<file path="src/rtl/asrv32_writeback.sv">
// Writeback stage for the asrv32 core: retires ALU results and aligned load data into the register file.
// Optional feature macro ASRV32_WB_FWD_EN adds a registered forwarding port for the decode-stage bypass.
module asrv32_writeback #(
    parameter int unsigned LOAD_TIMEOUT = 0,
    parameter int unsigned CNT_W        = 8
) (
    input  logic        i_clk,
    input  logic        i_rst,
    input  logic        i_ce,
    input  logic        i_wr_rd,
    input  logic [4:0]  i_rd_addr,
    input  logic        i_is_load,
    input  logic [2:0]  i_funct3,
    input  logic [1:0]  i_addr_lsb,
    input  logic [31:0] i_alu_result,
    input  logic        i_mem_ack,
    input  logic [31:0] i_mem_rdata,
    output logic        o_stall,
    output logic        o_ce_wr,
    output logic [4:0]  o_rd_addr,
    output logic [31:0] o_rd_data,
    output logic        o_load_fault
`ifdef ASRV32_WB_FWD_EN
    ,
    output logic        o_fwd_valid,
    output logic [4:0]  o_fwd_addr,
    output logic [31:0] o_fwd_data
`endif
);

    typedef enum logic {IDLE, WAIT_LOAD} state_e;

    localparam bit               TIMEOUT_EN   = (LOAD_TIMEOUT != 0);
    localparam logic [CNT_W-1:0] TIMEOUT_LAST = CNT_W'(LOAD_TIMEOUT - 1);

    state_e            state_q, state_d;
    logic [CNT_W-1:0]  cnt_q, cnt_d;
    logic              ce_wr_q, ce_wr_d;
    logic [4:0]        rd_addr_q;
    logic [31:0]       rd_data_q;
    logic              load_fault_q, load_fault_d;

    logic [4:0]        cap_rd_addr_q;
    logic              cap_wr_rd_q;
    logic [2:0]        cap_funct3_q;
    logic [1:0]        cap_lsb_q;
    logic              capture;

    logic              wr_fire;
    logic              wr_we;
    logic [4:0]        wr_addr;
    logic [31:0]       wr_data;

    function automatic logic [31:0] align_load(input logic [2:0]  funct3,
                                               input logic [1:0]  lsb,
                                               input logic [31:0] word);
        logic [7:0]  b;
        logic [15:0] h;
        b = word[{lsb, 3'b000} +: 8];
        h = lsb[1] ? word[31:16] : word[15:0];
        case (funct3)
            3'b000:  return {{24{b[7]}}, b};
            3'b100:  return {24'h0, b};
            3'b001:  return {{16{h[15]}}, h};
            3'b101:  return {16'h0, h};
            default: return word;
        endcase
    endfunction

    assign o_stall = ((state_q == WAIT_LOAD) & ~i_mem_ack)
                   | ((state_q == IDLE) & i_ce & i_is_load & ~i_mem_ack);

    // NOTE: every signal assigned below gets a default first, so no path can infer a latch.
    always_comb begin
        state_d      = state_q;
        cnt_d        = cnt_q;
        load_fault_d = 1'b0;
        capture      = 1'b0;
        wr_fire      = 1'b0;
        wr_we        = i_wr_rd;
        wr_addr      = i_rd_addr;
        wr_data      = i_alu_result;
        case (state_q)
            IDLE: begin
                if (i_ce) begin
                    if (!i_is_load) begin
                        wr_fire = 1'b1;
                    end else if (i_mem_ack) begin
                        wr_fire = 1'b1;
                        wr_data = align_load(i_funct3, i_addr_lsb, i_mem_rdata);
                    end else begin
                        capture = 1'b1;
                        cnt_d   = '0;
                        state_d = WAIT_LOAD;
                    end
                end
            end
            WAIT_LOAD: begin
                wr_we   = cap_wr_rd_q;
                wr_addr = cap_rd_addr_q;
                wr_data = align_load(cap_funct3_q, cap_lsb_q, i_mem_rdata);
                // Ack takes priority over a timeout landing in the same cycle.
                if (i_mem_ack) begin
                    wr_fire = 1'b1;
                    state_d = IDLE;
                end else if (TIMEOUT_EN && (cnt_q == TIMEOUT_LAST)) begin
                    load_fault_d = 1'b1;
                    state_d      = IDLE;
                end else begin
                    cnt_d = cnt_q + CNT_W'(1);
                end
            end
            default: state_d = IDLE;
        endcase
        ce_wr_d = wr_fire & wr_we & (wr_addr != 5'd0);
    end

    // NOTE: state and outputs use non-blocking assignments so every register samples pre-edge values.
    always_ff @(posedge i_clk) begin
        if (i_rst) begin
            state_q      <= IDLE;
            cnt_q        <= '0;
            ce_wr_q      <= 1'b0;
            rd_addr_q    <= 5'd0;
            rd_data_q    <= 32'd0;
            load_fault_q <= 1'b0;
        end else begin
            state_q      <= state_d;
            cnt_q        <= cnt_d;
            ce_wr_q      <= ce_wr_d;
            load_fault_q <= load_fault_d;
            if (ce_wr_d) begin
                rd_addr_q <= wr_addr;
                rd_data_q <= wr_data;
            end
        end
    end

    // NOTE: captured load fields need no reset; they are only read in WAIT_LOAD, which reset exits.
    always_ff @(posedge i_clk) begin
        if (capture) begin
            cap_rd_addr_q <= i_rd_addr;
            cap_wr_rd_q   <= i_wr_rd;
            cap_funct3_q  <= i_funct3;
            cap_lsb_q     <= i_addr_lsb;
        end
    end

    assign o_ce_wr      = ce_wr_q;
    assign o_rd_addr    = rd_addr_q;
    assign o_rd_data    = rd_data_q;
    assign o_load_fault = load_fault_q;

`ifdef ASRV32_WB_FWD_EN
    assign o_fwd_valid = ce_wr_q;
    assign o_fwd_addr  = rd_addr_q;
    assign o_fwd_data  = rd_data_q;
`endif

endmodule

</file>
<file path="config.mk">
export PLATFORM = sky130hd
export DESIGN_NAME = asrv32_writeback
export DESIGN_NICKNAME = d
export VERILOG_FILES = /design/src/rtl/asrv32_writeback.sv
export SDC_FILE = /design/constraint.sdc
export NUM_CORES = 1
export LEC_CHECK = 0
export ABC_CLOCK_PERIOD_IN_PS = 4300
export BUFFER_PORTS_ARGS = -buffer_cell sky130_fd_sc_hd__buf_2
export CORE_ASPECT_RATIO = 1.2
export CORE_MARGIN = 2
export CORE_UTILIZATION = 55
export CTS_CLUSTER_SIZE = 24
export DETAILED_ROUTE_END_ITERATION = 10
export PLACE_DENSITY = 0.84
export SETUP_SLACK_MARGIN = 0.1
export SLEW_MARGIN = 20
export SYNTH_ARGS = -nofsm -noshare
export SYNTH_HDL_FRONTEND = slang
export SYNTH_SLANG_ARGS = --single-unit
</file>
<file path="constraint.sdc">
create_clock -name i_clk -period 4.3 [get_ports i_clk]
set_clock_uncertainty 0.05 [all_clocks]
set_input_delay 0.645 -clock i_clk [delete_from_list [all_inputs] [get_ports i_clk]]
set_output_delay 0.645 -clock i_clk [all_outputs]
set_load 0.05 [all_outputs]
</file>
Word level (Yosys, flattened, before mapping)
Index checks and enable logic that the tools add are counted.
{ "classes": {"n_bitwise": 9, "reduce_logical": 3, "eq_ne": 6, "muxes": 19, "n_shift": 2} }
{ "ops": {"columns": ["cell", "count"], "rows": [
  ["case mux 32 bit (4 select lines)", 2],
  ["2-to-1 mux 32 bit", 3],
  ["case mux 32 bit (2 select lines)", 1],
  ["indexed part select 32 x 6 -> 8 bit", 2],
  ["2-to-1 mux 16 bit", 2],
  ["equality test 3 bit, second input constant", 4],
  ["2-to-1 mux 1 bit", 8],
  ["AND 1 bit", 6],
  ["equality test 3 x 1 -> 1 bit, second input constant", 2],
  ["zero test 3 bit", 2],
  ["2-to-1 mux 5 bit", 1],
  ["nonzero test 5 bit", 1],
  ["case mux 1 bit (2 select lines)", 2],
  ["NOT 1 bit", 2],
  ["bitwise OR 1 bit", 1]
]} }
{ "word_totals": {"elab_cells": 47, "out_inout_bits": 40, "input_bits": 80, "ff_bits": 50} }

Longest topological paths before layout
Gate-level depths: netlist of run 1.
{ "logic_depth": {"word_depth": 6, "mapped_depth": 8, "depth_no_buf": 5} }

Least setup slack after synthesis of run 1
No wires, ideal clock.
{ "synth_timing": {"kind": "register to output", "start": "register state_q", "end": "output o_stall", "path_stages_with_launch": 6, "arrival_ps": 1867, "path_slack_ps": 1738, "required_time_ps": 3605, "path_buffers": 3, "cell_sequence": "dfxtp_1 buf_2 clkbuf_1 clkbuf_1 a21oi_1 nor2_1"} }
{ "synth_via": {"elab_chain_cells": 5, "elab_cells_between_ends": 6, "classes_between": "6 x bitwise"} }
{ "synth_lines": {"columns": ["element", "line_no", "text"], "rows": [
  ["from (decl)", "36", "state_e state_q, state_d;"],
  ["from (signal assigned)", "128", "state_q <= state_d;"],
  ["NOT 1 bit", null, null],
  ["AND 1 bit (3 in a row)", "71", "| ((state_q == IDLE) & i_ce & i_is_load & ~i_mem_ack);"],
  ["bitwise OR 1 bit *", "71", null],
  ["to (decl)", "18", "output logic o_stall,"]
]} }
Every way passes the cells marked *; elsewhere a longest branch is shown, timed or not.

Final worst setup path of run 1
{ "layout_timing": {"start": "register state_q", "end": "register rd_data_q[0] (netlist: o_rd_data[0])"} }
{ "layout_via": {"elab_chain_cells": 4, "elab_cells_between_ends": 8, "classes_between": "4 x mux; 3 x bitwise; 1 x reduce/logical"} }
{ "layout_lines": {"columns": ["element", "line_no", "text"], "rows": [
  ["NOT 1 bit", null, null],
  ["case mux 1 bit (2 select lines)", "83", "case (state_q)"],
  ["AND 1 bit (2 in a row)", "115", "ce_wr_d = wr_fire & wr_we & (wr_addr != 5'd0);"],
  ["to (signal assigned)", "134", "rd_data_q <= wr_data;"],
  ["to (decl)", "40", "logic [31:0] rd_data_q;"]
]} }
Several ways; a longest one is shown, not always the timed one.
A chain may end at the register's enable or synchronous reset.

==> Implementation_results.wiki, run 1 <==
{| class="wikitable"
! Metric !! Value
|-
| Run status || completed
|-
| Nets || 620
|-
| Placement Setup Slack || about 1.3 ns
|-
| Share of post-route cells with drive strength above 1 || a little over a quarter
|-
| Max-cap violations || 0
|-
| Effective utilization at floorplan || 57.5%
|-
| Antenna Nets Post-Route || 0
|-
| Capture endpoint of the worst hold path || o_rd_data[3]
|-
| Filler cell count || ~540
|-
| Register-to-register setup slack || around 1.4 ns
|-
| Total detailed-routing wirelength || between 10000 and 15000 microns
|-
| Area overhead of the layout relative to synthesis || 18.5%
|-
| Cts repair resizes || 0
|-
| Type of the worst min-delay path || flip-flop to flip-flop
|-
| TritonCTS clock tree || done
|-
| Number of global-route vias before repair || 3819
|-
| H-tree depth reported by CTS || 2
|-
| Placed instance count || between 600 and 700
|-
| Endpoint arrival time on the critical path || just over 3 ns
|-
| Register-to-Register Path Depth || 6
|-
| Most common flop cell mapped by yosys || dfxtp_1
|-
| Vertical extent of the die || 91.4 microns
|-
| Via Count || around 4000
|-
| PortBufs || between 100 and 150
|-
| Unrepaired setup endpoints after global routing || false
|-
| VDD IR max || 237 uV
|-
| Worst Slack Setup Final || approximately 1.4 ns
|-
| Nature of the critical path endpoint || flip-flop
|-
| HPWL after detailed placement || between 7000 and 8000 microns
|-
| DR WL/cell || 17.9 microns
|-
| Final setup vio count || 0
|-
| Detailed-route vias per instance || approximately 6.4
|-
| Cell area after synthesis || around 3500 sq um
|-
| Clock Sink Count || 50
|-
| Adder and majority cell fraction of the synthesized area || 0%
|-
| Hold-fix buffers, CTS || 0
|-
| Async SR Flop Fraction || 0%
|-
| Final critical-path required period || ~2.9 ns
|-
| Distinct cell type count of the synthesized netlist || 52
|-
| Post-Synthesis Mean Instance Area || a little under 8 sq um
|-
| Sequential cell area fraction in the yosys report || a little under a third
|-
| Setup total negative slack || 0 ns
|-
| Total die area || around 7000 sq um
|-
| Post-CTS setup-driven buffer insertion count || 0
|-
| Hold_sp || o_rd_data[3]
|-
| Insertion delay to the later sink of the worst-skew pair || between 0.3 and 0.4 ns
|-
| XOR/XNOR share of the synthesized area || 0%
|-
| Global placer's final weighted congestion || ~0.95
|-
| Max_slew headroom || around a fifth
|-
| Largest fanout of any net on the critical path || 35
|-
| Portion of netlist area occupied by mux cells || about 6%
|-
| Cell area power density || between 200 and 300 nW/um^2
|-
| Hold path depth || 2
|-
| Post-Synthesis Cells || 450
|-
| First-pass GRT wire length || between 15000 and 20000 microns
|-
| Required time of the worst setup path || approximately 4.4 ns
|-
| Dominant combinational cell family by area after synthesis || simple AND/OR/NAND/NOR gates
|-
| Non-Filler Instances || around 620
|-
| Most common cell in the synthesized netlist || nand2_1
|-
| Capture point of the worst reg-to-reg path || o_rd_data[0]
|-
| Starting DRT DRC Count || 450
|-
| Number of max-slew violations in the final report || 0
|-
| Total GRT Usage || about a third
|-
| Placement row count || 31
|-
| Area share of the largest cell type after synthesis || 22.3%
|-
| Placeable Area || 6090 sq um
|-
| Initial antenna violation count || 0
|-
| Synthesized net count || between 500 and 600
|-
| Die width || 76.8 microns
|-
| Number of iterations in the first detailed-routing pass || 7
|-
| Reg-to-reg critical path startpoint || state_q
|-
| Compound-gate portion of the synthesized area || 26.5%
|-
| Root buffer selected by CTS || clkbuf_8
|-
| Count of boundary I/O pins || 120
|-
| Number of enable flip-flop cells after synthesis || 11
|-
| CTS clk-pin slew, worst paths || around 0.1 ns
|-
| Number of warning messages in the yosys log || 0
|-
| Worst hold slack || about 0.41 ns
|-
| Share of the clock period used by the worst path after layout || about two thirds
|-
| Synthesized flop and latch total || 50
|-
| Top area cells in the synthesized netlist || dfxtp_1, edfxtp_1, nand2_1, a211oi_1, nand3_1
|-
| Synth area leader || dfxtp_1
|-
| Number of buffers inserted during clock tree synthesis || 5
|-
| Nature of the critical path startpoint || flip-flop
|-
| Simple-Gate Fraction of Synth Area || between 20% and 30%
|-
| Final core utilization || ~68%
|-
| Slew at the pin closest to its max-slew limit || approximately 1.2 ns
|-
| Number of remaining DRC errors || 0
|-
| Kind of critical path || flip-flop to flip-flop
|-
| Maximum number of pins on one net before global-route repair || 38
|-
| Fmax || ~0.34 GHz
|-
| CTS Buffer Depth || 2
|-
| Final number of hold-violating endpoints || 0
|-
| Total congestion overflow after global routing || 0
|-
| Top cells by instance count after synthesis || nand2_1, nand3_1, dfxtp_1, nor2_1, a211oi_1
|-
| # diodes || 0
|-
| Reported leakage power || approximately 1.8 nW
|}
## per-layer routing
| layer | global-route usage [%] | up-vias | routed length (microns) |
|---|---|---|---|
| met3 | 4.67 | 36 | 1190 |
| met1 | 41.7 | 1834 | 4360 |
| met4 | 15.0 | 0 | 366 |
| met5 | 0 | - | 0 |
| li1 | - | 1863 | - |
| met2 | 52.8 | 285 | 5210 |
## final cells by class
type | instances | area [sq um] | share of cell area (%)
well taps | 82 | 103 | 2.47
repair buffers | 124 | 636 | 15.3
clock inverters | 3 | 28.8 | 0.694
inverters | 8 | 30.0 | 0.724
clock buffers | 5 | 68.8 | 1.66
flip-flops and latches | 50 | 1110 | 26.8
multi-input cells | 351 | 2170 | 52.3
## worst max path at each step
stage	start	to	slack (ns)	cells after the start
after floorplan	state_q	o_stall	1.74	5
after global routing	state_q	o_rd_data[20]	1.23	6
final	state_q	o_rd_data[0]	1.38	6
after global placement	i_addr_lsb[1]	o_rd_data[12]	1.38	6
after detailed placement	i_addr_lsb[1]	o_rd_data[10]	1.30	6
after CTS	state_q	o_rd_data[16]	1.48	6
## cells in the final DEF, fill, tap and decap left out, types with 2 or more instances in the layout
cell	instances
buf_2	118
nand2_1	68
nand3_1	43
nor2_1	39
dfxtp_1	39
a211oi_1	32
nor3_1	20
a21oi_1	18
a32o_1	16
nor2b_1	13
mux2i_1	13
edfxtp_1	11
a31oi_1	10
and2_1	8
inv_1	8
and3b_1	8
a222oi_1	7
a2111oi_0	7
buf_4	6
clkbuf_8	5
nand2b_1	4
o21ai_0	4
o21bai_1	3
or3b_2	3
mux2_2	3
o211ai_1	3
a22oi_1	2
mux4_2	2
o221ai_1	2
nor3b_1	2
o22a_1	2
## where the power goes
group          internal (W)  switching, W
Clock              0.000122      0.000182
Sequential         0.000505     0.0000143
Combinational      0.000109      0.000232
Total              0.000736      0.000428
## kinds of logic after synthesis
family | count (synthesis)
buf+inv | 49
flops | 50
simple gates | 214
compound gates | 118
mux | 18
other cells | 1
## stage by stage
step,cell area (sq um),total power (W)
finish,4150,0.00116
global route,4150,0.00122
CTS,4150,0.00117
detailed placement,4050,0.000863
global placement,4050,0.000857
floorplan,3500,0.000755
## state kept, by name, indices dropped and copies added, names as in the netlist
name,cells
o_rd_data,32
cap_rd_addr_q,5
o_rd_addr,5
cap_funct3_q,3
cap_lsb_q,2
cap_wr_rd_q,1
o_ce_wr,1
state_q,1
## worst max-delay path, stage by stage (launching register included)
cell,delay [ns]
dfxtp_1,0.54
buf_4,0.43
nand3_1,0.17
o31ai_1,0.11
nand2_1,0.52
a2111oi_0,0.86
nor3_1,0.10
Note: power is estimated with default switching activity, not from simulation.
==> run 2, diff against run 1 <==
--- a/config.mk
+++ b/config.mk
@@ -5,14 +5,14 @@
 export SDC_FILE = /design/constraint.sdc
 export NUM_CORES = 1
 export LEC_CHECK = 0
-export ABC_CLOCK_PERIOD_IN_PS = 4300
+export ABC_CLOCK_PERIOD_IN_PS = 2900
 export BUFFER_PORTS_ARGS = -buffer_cell sky130_fd_sc_hd__buf_2
 export CORE_ASPECT_RATIO = 1.2
 export CORE_MARGIN = 2
-export CORE_UTILIZATION = 55
+export CORE_UTILIZATION = 51
 export CTS_CLUSTER_SIZE = 24
 export DETAILED_ROUTE_END_ITERATION = 10
-export PLACE_DENSITY = 0.84
+export PLACE_DENSITY = 0.79
 export SETUP_SLACK_MARGIN = 0.1
 export SLEW_MARGIN = 20
 export SYNTH_ARGS = -nofsm -noshare
==> constraint.sdc (replaced) <==
create_clock -name i_clk -period 2.9 [get_ports i_clk]
set_clock_uncertainty 0.05 [all_clocks]
set_input_delay 0.435 -clock i_clk [delete_from_list [all_inputs] [get_ports i_clk]]
set_output_delay 0.435 -clock i_clk [all_outputs]
set_load 0.05 [all_outputs]
==> run 2 against run 1 <==
  * Sequential power increased by 48%
  * Clock power increased by 44%
  * Power grew 49%
  * Non-clock buffer count up 13
  * Wire length increased by 6.0%
  * Via count is 0.67% higher
  * Sequential cell count unchanged
  * Maximum frequency up 29%
  * Register-to-register slack got worse by 0.73 ns
  * Worst hold slack got worse by 0.14 ns
  * Combinational power up 52%
  * Sequential share of layout area down 0.64 points
==> Implementation_results.wiki, run 2 (synthesized netlist as in run 1, its figures left out) <==
{| class="wikitable"
! Metric !! Value
|-
| Number of remaining DRC errors || 0 (unchanged)
|-
| Busiest metal layer after global routing || met2 (unchanged)
|-
| First-pass GRT wire length || 18200 microns (was 18500 microns)
|-
| Insertion delay to the later sink of the worst-skew pair || 0.31 ns (was 0.32 ns)
|-
| CTS Buffer Depth || 2 (unchanged)
|-
| Placement row count || 33 (was 31)
|-
| Met2 Usage GRT || 49.3% (was 52.8%)
|-
| Largest fanout of any net on the critical path || 9 (was 35)
|-
| Number of max-slew violations in the final report || 0 (unchanged)
|-
| Final setup vio count || 0 (unchanged)
|-
| HPWL after detailed placement || 8530 microns (was 7840 microns)
|-
| Clock Sink Count || 50 (unchanged)
|-
| Max-cap violations || 0 (unchanged)
|-
| Capture endpoint of the worst hold path || cap_funct3_q[2] (was o_rd_data[3])
|-
| Area overhead of the layout relative to synthesis || 21.4% (was 18.5%)
|-
| Final number of hold-violating endpoints || 0 (unchanged)
|-
| Die width || 79.6 microns (was 76.8 microns)
|-
| PortBufs || 118 (unchanged)
|-
| CTS clk-pin slew, worst paths || 0.10 ns (about the same)
|-
| Antenna Nets Post-Route || 0 (unchanged)
|-
| Total congestion overflow after global routing || 0 (unchanged)
|-
| Required time of the worst setup path || 3.02 ns (was 4.43 ns)
|-
| Kind of critical path || flip-flop to flip-flop (unchanged)
|-
| Register-to-register setup slack || 0.64 ns (was 1.38 ns)
|-
| Hold path depth || 1 (was 2)
|-
| Most common cell after layout, fill and taps aside || buf_2 (unchanged)
|-
| Root buffer selected by CTS || clkbuf_8 (unchanged)
|-
| Reg-to-reg critical path startpoint || cap_funct3_q[0] (was state_q)
|-
| Cell area power density || 407 nW/um^2 (was 281 nW/um^2)
|-
| Vertical extent of the die || 94.7 microns (was 91.4 microns)
|-
| Total die area || 7540 sq um (was 7020 sq um)
|-
| Count of boundary I/O pins || 120 (unchanged)
|-
| Hold_sp || i_funct3[2] (was o_rd_data[3])
|-
| Slew at the pin closest to its max-slew limit || 0.880 ns (was 1.19 ns)
|-
| # diodes || 0 (unchanged)
|-
| DR WL/cell || 18.4 microns (was 17.9 microns)
|-
| Met3 track utilization from global routing || 4.68% (was 4.67%)
|-
| Worst Slack Setup Final || 0.642 ns (was 1.38 ns)
|-
| Capture point of the worst reg-to-reg path || o_rd_data[0] (unchanged)
|-
| Setup total negative slack || 0 ns (unchanged)
|-
| Placement Setup Slack || 0.485 ns (was 1.30 ns)
|-
| Nature of the critical path startpoint || flip-flop (unchanged)
|-
| Number of global-route vias before repair || 3701 (was 3819)
|-
| Final critical-path required period || 2.26 ns (was 2.92 ns)
|-
| Nets || 633 (was 620)
|-
| Starting DRT DRC Count || 436 (was 450)
|-
| Placeable Area || 6730 sq um (was 6090 sq um)
|-
| Detailed-route vias per instance || 6.31 (was 6.45)
|-
| H-tree depth reported by CTS || 2 (unchanged)
|-
| Effective utilization at floorplan || 52.0% (was 57.5%)
|-
| Register-to-Register Path Depth || 5 (was 6)
|-
| Via Count || 4045 (was 4018)
|-
| Total detailed-routing wirelength || 11800 microns (was 11100 microns)
|-
| Run status || completed (unchanged)
|-
| Share of post-route cells with drive strength above 1 || 28.2% (was 26.4%)
|-
| Share of the clock period used by the worst path after layout || 77.9% (was 68.0%)
|-
| VDD IR max || 336 uV (was 237 uV)
|-
| Post-CTS setup-driven buffer insertion count || 0 (unchanged)
|-
| Number of buffers inserted during clock tree synthesis || 5 (unchanged)
|-
| Global placer's final weighted congestion || 0.963 (was 0.955)
|-
| Number of iterations in the first detailed-routing pass || 7 (unchanged)
|-
| Type of the worst min-delay path || input port to flip-flop (was flip-flop to flip-flop)
|-
| Cts repair resizes || 0 (unchanged)
|-
| Reported leakage power || 1.85 nW (was 1.79 nW)
|-
| Unrepaired setup endpoints after global routing || false (unchanged)
|-
| Total GRT Usage || 30.5% (was 32.2%)
|-
| Endpoint arrival time on the critical path || 2.38 ns (was 3.06 ns)
|-
| TritonCTS clock tree || done (unchanged)
|-
| Number of flip-flops under the largest register name || 32 (unchanged)
|-
| Fmax || 0.443 GHz (was 0.342 GHz)
|-
| Maximum number of pins on one net before global-route repair || 34 (was 38)
|-
| Max_slew headroom || 41.2% (was 20.7%)
|-
| Initial antenna violation count || 0 (unchanged)
|-
| Top library cells by usage in the layout, fill and taps aside || buf_2, nand2_1, nand3_1 (unchanged)
|-
| Nature of the critical path endpoint || flip-flop (unchanged)
|-
| Global Route met1 Usage || 40.4% (was 41.7%)
|-
| Hold-fix buffers, CTS || 0 (unchanged)
|}
run 2: routing by layer:
layer  share of wire [%]  vias to the layer above
met5                   0                        -
met4                 2.8                        0
met3                 9.8                       33
met2                  46                      256
met1                  41                     1866
li1                    -                     1890
run 2: cell type report:
| cell class | instances | area, sq um |
|---|---|---|
| timing repair buffer | 137 | 733 |
| clock inverter | 2 | 12.5 |
| inverter | 8 | 30.0 |
| fill | 607 | 2480 |
| multi-input combinational | 351 | 2170 |
| sequential | 50 | 1110 |
| clock buffer | 6 | 82.6 |
| tap | 87 | 109 |
run 2: report_power, final:
part           internal (W)  total [W]  switching, W
combinational      0.000172   0.000520      0.000348
sequential         0.000748   0.000770     0.0000220
clock              0.000192   0.000439      0.000247
total               0.00111    0.00173      0.000617
run 2: worst max path at each step:
| stage | slack, ns | startpoint | endpoint | depth (start not counted) |
|---|---|---|---|---|
| 2_1_floorplan | 0.55 | state_q | o_stall | 5 |
| 3_3_place_gp | 0.61 | i_funct3[1] | o_rd_data[0] | 6 |
| 3_5_place_dp | 0.49 | i_funct3[1] | o_rd_data[0] | 6 |
| 4_1_cts | 0.71 | state_q | o_stall | 4 |
| 5_1_grt | 0.51 | state_q | o_rd_data[5] | 5 |
| 6_report | 0.64 | cap_funct3_q[0] | o_rd_data[0] | 5 |
run 2: worst max-delay path, cell delays in order (launching register included):
cell	delay (ns)
edfxtp_1	0.56
or3b_2	0.61
o21ai_0	0.21
a211oi_1	0.08
a2111oi_0	0.52
nor3_1	0.10
run 2: metrics by stage:
step	util [%]	area [sq um]	total power [W]	instances	hold WS, ns
after floorplan	-	3500	0.00112	450	0.464
after global placement	61.7	4150	0.00129	633	0.390
after detailed placement	61.7	4150	0.00130	633	0.394
after CTS	63.1	4250	0.00173	641	0.264
after global routing	63.1	4250	0.00180	641	0.263
final	63.1	4250	0.00173	641	0.269
==> run 3, diff against run 2 <==
--- a/config.mk
+++ b/config.mk
@@ -5,14 +5,15 @@
 export SDC_FILE = /design/constraint.sdc
 export NUM_CORES = 1
 export LEC_CHECK = 0
-export ABC_CLOCK_PERIOD_IN_PS = 2900
+export ABC_AREA = 1
+export ABC_CLOCK_PERIOD_IN_PS = 1900
 export BUFFER_PORTS_ARGS = -buffer_cell sky130_fd_sc_hd__buf_2
 export CORE_ASPECT_RATIO = 1.2
 export CORE_MARGIN = 2
-export CORE_UTILIZATION = 51
+export CORE_UTILIZATION = 48
 export CTS_CLUSTER_SIZE = 24
 export DETAILED_ROUTE_END_ITERATION = 10
-export PLACE_DENSITY = 0.79
+export PLACE_DENSITY = 0.76
 export SETUP_SLACK_MARGIN = 0.1
 export SLEW_MARGIN = 20
 export SYNTH_ARGS = -nofsm -noshare
==> constraint.sdc (replaced) <==
create_clock -name i_clk -period 1.9 [get_ports i_clk]
set_clock_uncertainty 0.05 [all_clocks]
set_input_delay 0.285 -clock i_clk [delete_from_list [all_inputs] [get_ports i_clk]]
set_output_delay 0.285 -clock i_clk [all_outputs]
set_load 0.05 [all_outputs]
==> run 3 against run 2 <==
  * Core utilization shrank 2.1 points
  * Register-to-register slack lost 0.45 ns
  * Power grew 77%
  * First-iteration DRC count shrank 31%
  * Largest cell class unchanged
  * Worst hold slack lost 0.17 ns
  * Combinational power grew 100%
  * Design area grew 17%
  * Global-route usage shrank 0.56 points
  * Sequential cell count is the same
  * Wire length grew 15%
  * Critical path depth grew 4
==> Implementation_results.wiki, run 3 <==
{| class="wikitable"
! Metric !! Value
|-
| Run status || completed (unchanged)
|-
| Via Count || 4797 (was 4045)
|-
| Max_slew headroom || 57.9% (was 41.2%)
|-
| Cell area after synthesis || 4040 sq um (was 3500 sq um)
|-
| Top library cells by usage in the layout, fill and taps aside || nand2_1, buf_2, nand3_1 (was buf_2, nand2_1, nand3_1)
|-
| Final critical-path required period || 1.70 ns (was 2.26 ns)
|-
| Top area cells in the synthesized netlist || dfxtp_1, nand2_1, nand3_1, a21oi_1, edfxtp_1 (was dfxtp_1, edfxtp_1, nand2_1, a211oi_1, nand3_1)
|-
| Reported leakage power || 2.44 nW (was 1.85 nW)
|-
| Switching portion of total power || 38.0% (was 35.7%)
|-
| Initial antenna violation count || 0 (unchanged)
|-
| Area share of the largest cell type after synthesis || 19.3% (was 22.3%)
|-
| Async SR Flop Fraction || 0% (unchanged)
|-
| Nature of the critical path endpoint || flip-flop (unchanged)
|-
| Final setup vio count || 0 (unchanged)
|-
| Insertion delay to the later sink of the worst-skew pair || 0.32 ns (was 0.31 ns)
|-
| Post-Synthesis Cells || 652 (was 450)
|-
| Largest fanout of any net on the critical path || 10 (was 9)
|-
| Number of warning messages in the yosys log || 0 (unchanged)
|-
| Number of buffers inserted during clock tree synthesis || 5 (unchanged)
|-
| Placed instance count || 870 (was 633)
|-
| Cell area power density || 614 nW/um^2 (was 407 nW/um^2)
|-
| Top cells by instance count after synthesis || nand2_1, nand3_1, a21oi_1, inv_1 (was nand2_1, nand3_1, dfxtp_1, nor2_1, a211oi_1)
|-
| Total GRT Usage || 29.9% (was 30.5%)
|-
| Register-to-Register Path Depth || 9 (was 5)
|-
| Antenna Nets Post-Route || 0 (unchanged)
|-
| Capture point of the worst reg-to-reg path || o_rd_addr[0] (was o_rd_data[0])
|-
| Total detailed-routing wirelength || 13600 microns (was 11800 microns)
|-
| Non-Filler Instances || 882 (was 641)
|-
| Hold-fix buffers, CTS || 0 (unchanged)
|-
| Number of iterations in the first detailed-routing pass || 7 (unchanged)
|-
| Kind of critical path || flip-flop to flip-flop (unchanged)
|-
| Register-to-register setup slack || 0.20 ns (was 0.64 ns)
|-
| Count of boundary I/O pins || 120 (unchanged)
|-
| Synthesized flop and latch total || 50 (unchanged)
|-
| Number of global-route vias before repair || 4565 (was 3701)
|-
| Most common flop cell mapped by yosys || dfxtp_1 (unchanged)
|-
| Nature of the critical path startpoint || flip-flop (unchanged)
|-
| # diodes || 0 (unchanged)
|-
| Number of flip-flops under the largest register name || 32 (unchanged)
|-
| Maximum number of pins on one net before global-route repair || 41 (was 34)
|-
| Reg area || 1110 sq um (about the same)
|-
| Multi-input gate area in the final layout || 2470 sq um (was 2170 sq um)
|-
| Synthesized net count || 732 (was 530)
|-
| Clock power frac || 26.3% (was 25.4%)
|-
| CTS Buffer Depth || 2 (unchanged)
|-
| Type of the worst min-delay path || input port to flip-flop (unchanged)
|-
| Total die area || 9170 sq um (was 7540 sq um)
|-
| Number of remaining DRC errors || 0 (unchanged)
|-
| Most common cell in the synthesized netlist || nand2_1 (unchanged)
|-
| Starting DRT DRC Count || 300 (was 436)
|-
| Detailed-route vias per instance || 5.44 (was 6.31)
|-
| Sequential group share of total power || 39.1% (was 44.5%)
|-
| Unrepaired setup endpoints after global routing || true (was false)
|-
| Net load switching power || 0.00116 W (was 0.000617 W)
|-
| Die width || 87.8 microns (was 79.6 microns)
|-
| Post-Synthesis Mean Instance Area || 6.20 sq um (was 7.78 sq um)
|-
| Filler cell count || 823 (was 607)
|-
| Cell Int Power || 0.00190 W (was 0.00111 W)
|-
| Reg-to-reg critical path startpoint || state_q (was cap_funct3_q[0])
|-
| Sequential cell area fraction in the yosys report || 27.5% (was 31.7%)
|-
| Global placer's final weighted congestion || 0.997 (was 0.963)
|-
| Required time of the worst setup path || 2.11 ns (was 3.02 ns)
|-
| Fmax || 0.587 GHz (was 0.443 GHz)
|-
| Number of max-slew violations in the final report || 0 (unchanged)
|-
| CTS clk-pin slew, worst paths || 0.11 ns (was 0.10 ns)
|-
| Endpoint arrival time on the critical path || 1.91 ns (was 2.38 ns)
|-
| Placeable Area || 8150 sq um (was 6730 sq um)
|-
| Effective utilization at floorplan || 49.6% (was 52.0%)
|-
| Area overhead of the layout relative to synthesis || 23.2% (was 21.4%)
|-
| VDD IR max || 382 uV (was 336 uV)
|-
| Vertical extent of the die || 105 microns (was 94.7 microns)
|-
| Logic gate share of total power || 34.6% (was 30.1%)
|-
| Worst setup path endpoint || o_rd_addr[0] (was o_rd_data[0])
|-
| PortBufs || 118 (unchanged)
|-
| Total congestion overflow after global routing || 0 (unchanged)
|-
| HPWL after detailed placement || 9900 microns (was 8530 microns)
|-
| Clock Sink Count || 50 (unchanged)
|-
| Synth area leader || dfxtp_1 (unchanged)
|-
| TritonCTS clock tree || done (unchanged)
|-
| Max-cap violations || 0 (unchanged)
|-
| Most common cell after layout, fill and taps aside || nand2_1 (was buf_2)
|-
| Hold path depth || 1 (unchanged)
|-
| Share of post-route cells with drive strength above 1 || 29.8% (was 28.2%)
|-
| Final number of hold-violating endpoints || 0 (unchanged)
|-
| Distinct cell type count of the synthesized netlist || 32 (was 52)
|-
| H-tree depth reported by CTS || 2 (unchanged)
|-
| Slew at the pin closest to its max-slew limit || 0.631 ns (was 0.880 ns)
|-
| First-pass GRT wire length || 21900 microns (was 18200 microns)
|-
| Share of the clock period used by the worst path after layout || 89.7% (was 77.9%)
|-
| Nets || 847 (was 633)
|-
| DR WL/cell || 15.4 microns (was 18.4 microns)
|-
| Setup total negative slack || 0 ns (unchanged)
|-
| Number of enable flip-flop cells after synthesis || 11 (unchanged)
|-
| Worst setup path startpoint || state_q (was cap_funct3_q[0])
|-
| Root buffer selected by CTS || clkbuf_8 (unchanged)
|-
| Placement row count || 36 (was 33)
|}
-- run 3: cell count changes after synthesis, sizes merged, moves of 11 or more --
cell	before	now
o21ai	4	54
a21oi	18	92
mux2i	13	0
nand3	43	73
a32o	16	0
a211oi	32	5
a31oi	11	0
nor3	20	2
nor2b	13	0
inv	8	58
o21a	0	12
nand2	68	202
-- run 3: worst min path at each step --
stage	startpoint	end
after floorplan	i_rst	o_rd_addr[1]
after global placement	o_rd_data[20]	o_rd_data[20]
after detailed placement	o_rd_data[20]	o_rd_data[20]
after CTS	i_rd_addr[2]	cap_rd_addr_q[2]
after global routing	i_rd_addr[4]	cap_rd_addr_q[4]
final	i_rd_addr[4]	cap_rd_addr_q[4]
-- run 3: routing by layer --
| layer | GRT usage [%] | vias up | wire [microns] |
|---|---|---|---|
| li1 | - | 2387 | - |
| met1 | 37.7 | 2137 | 5590 |
| met5 | 0 | - | 0 |
| met4 | 13.8 | 0 | 511 |
| met3 | 3.89 | 41 | 1040 |
| met2 | 49.8 | 232 | 6430 |
-- run 3: kinds of logic (layout without fill, tap and decap cells) --
family | after synthesis | after routing | synth area share, %
compound gates | 175 | 175 | 25.7
buf+inv | 101 | 217 | 11.7
flops | 50 | 50 | 27.5
other cells | 1 | 1 | 0.0928
simple gates | 325 | 325 | 35.0
-- run 3: power groups by stage --
stage	logic [W]	registers, W	clock network [W]
2_1_floorplan	0.000508	0.00143	0
3_3_place_gp	0.00101	0.00122	0
3_5_place_dp	0.00102	0.00122	0
4_1_cts	0.00102	0.00120	0.000828
5_1_grt	0.00115	0.00120	0.000845
6_report	0.00106	0.00120	0.000804
-- run 3: area by class of cell --
| cell class | count | area share, % |
|---|---|---|
| tap | 114 | 2.87 |
| timing repair inverter | 1 | 0.176 |
| sequential | 50 | 22.4 |
| inverter | 60 | 4.83 |
| timing repair buffer | 148 | 17.8 |
| multi-input combinational | 501 | 49.7 |
| clock buffer | 5 | 1.38 |
| clock inverter | 3 | 0.880 |
-- run 3: metrics by stage --
| step | utilization (%) | cell area [sq um] | setup WS [ns] | power [W] | hold slack [ns] |
|---|---|---|---|---|---|
| after floorplan | - | 4050 | 0.299 | 0.00194 | 0.313 |
| after global placement | 58.7 | 4780 | 0.101 | 0.00223 | 0.407 |
| after detailed placement | 58.7 | 4780 | 0.0290 | 0.00224 | 0.409 |
| after CTS | 60.1 | 4900 | 0.172 | 0.00305 | 0.0829 |
| after global routing | 61.1 | 4980 | 0.0601 | 0.00320 | 0.0910 |
| final | 61.1 | 4980 | 0.196 | 0.00306 | 0.0958 |
-- run 3: worst max-delay path: stages, from the launching register on --
cell and delay [ns]:
dfxtp_4 0.39, inv_4 0.09, nand2_1 0.05, and2_1 0.17
nand2_2 0.09, nor2_4 0.06, nor2_8 0.26, buf_2 0.21
nand3_1 0.14, a21oi_2 0.14
-- run 3: repair_timing --
| action | 4_1_cts | 5_1_grt |
|---|---|---|
| cloned | 0 | 2 |
| buffers inserted | 0 | 2 |
| endpoints found under the setup margin | 23 | 20 |
| resized for setup | 1 | 8 |
| pin swaps | 0 | 1 |
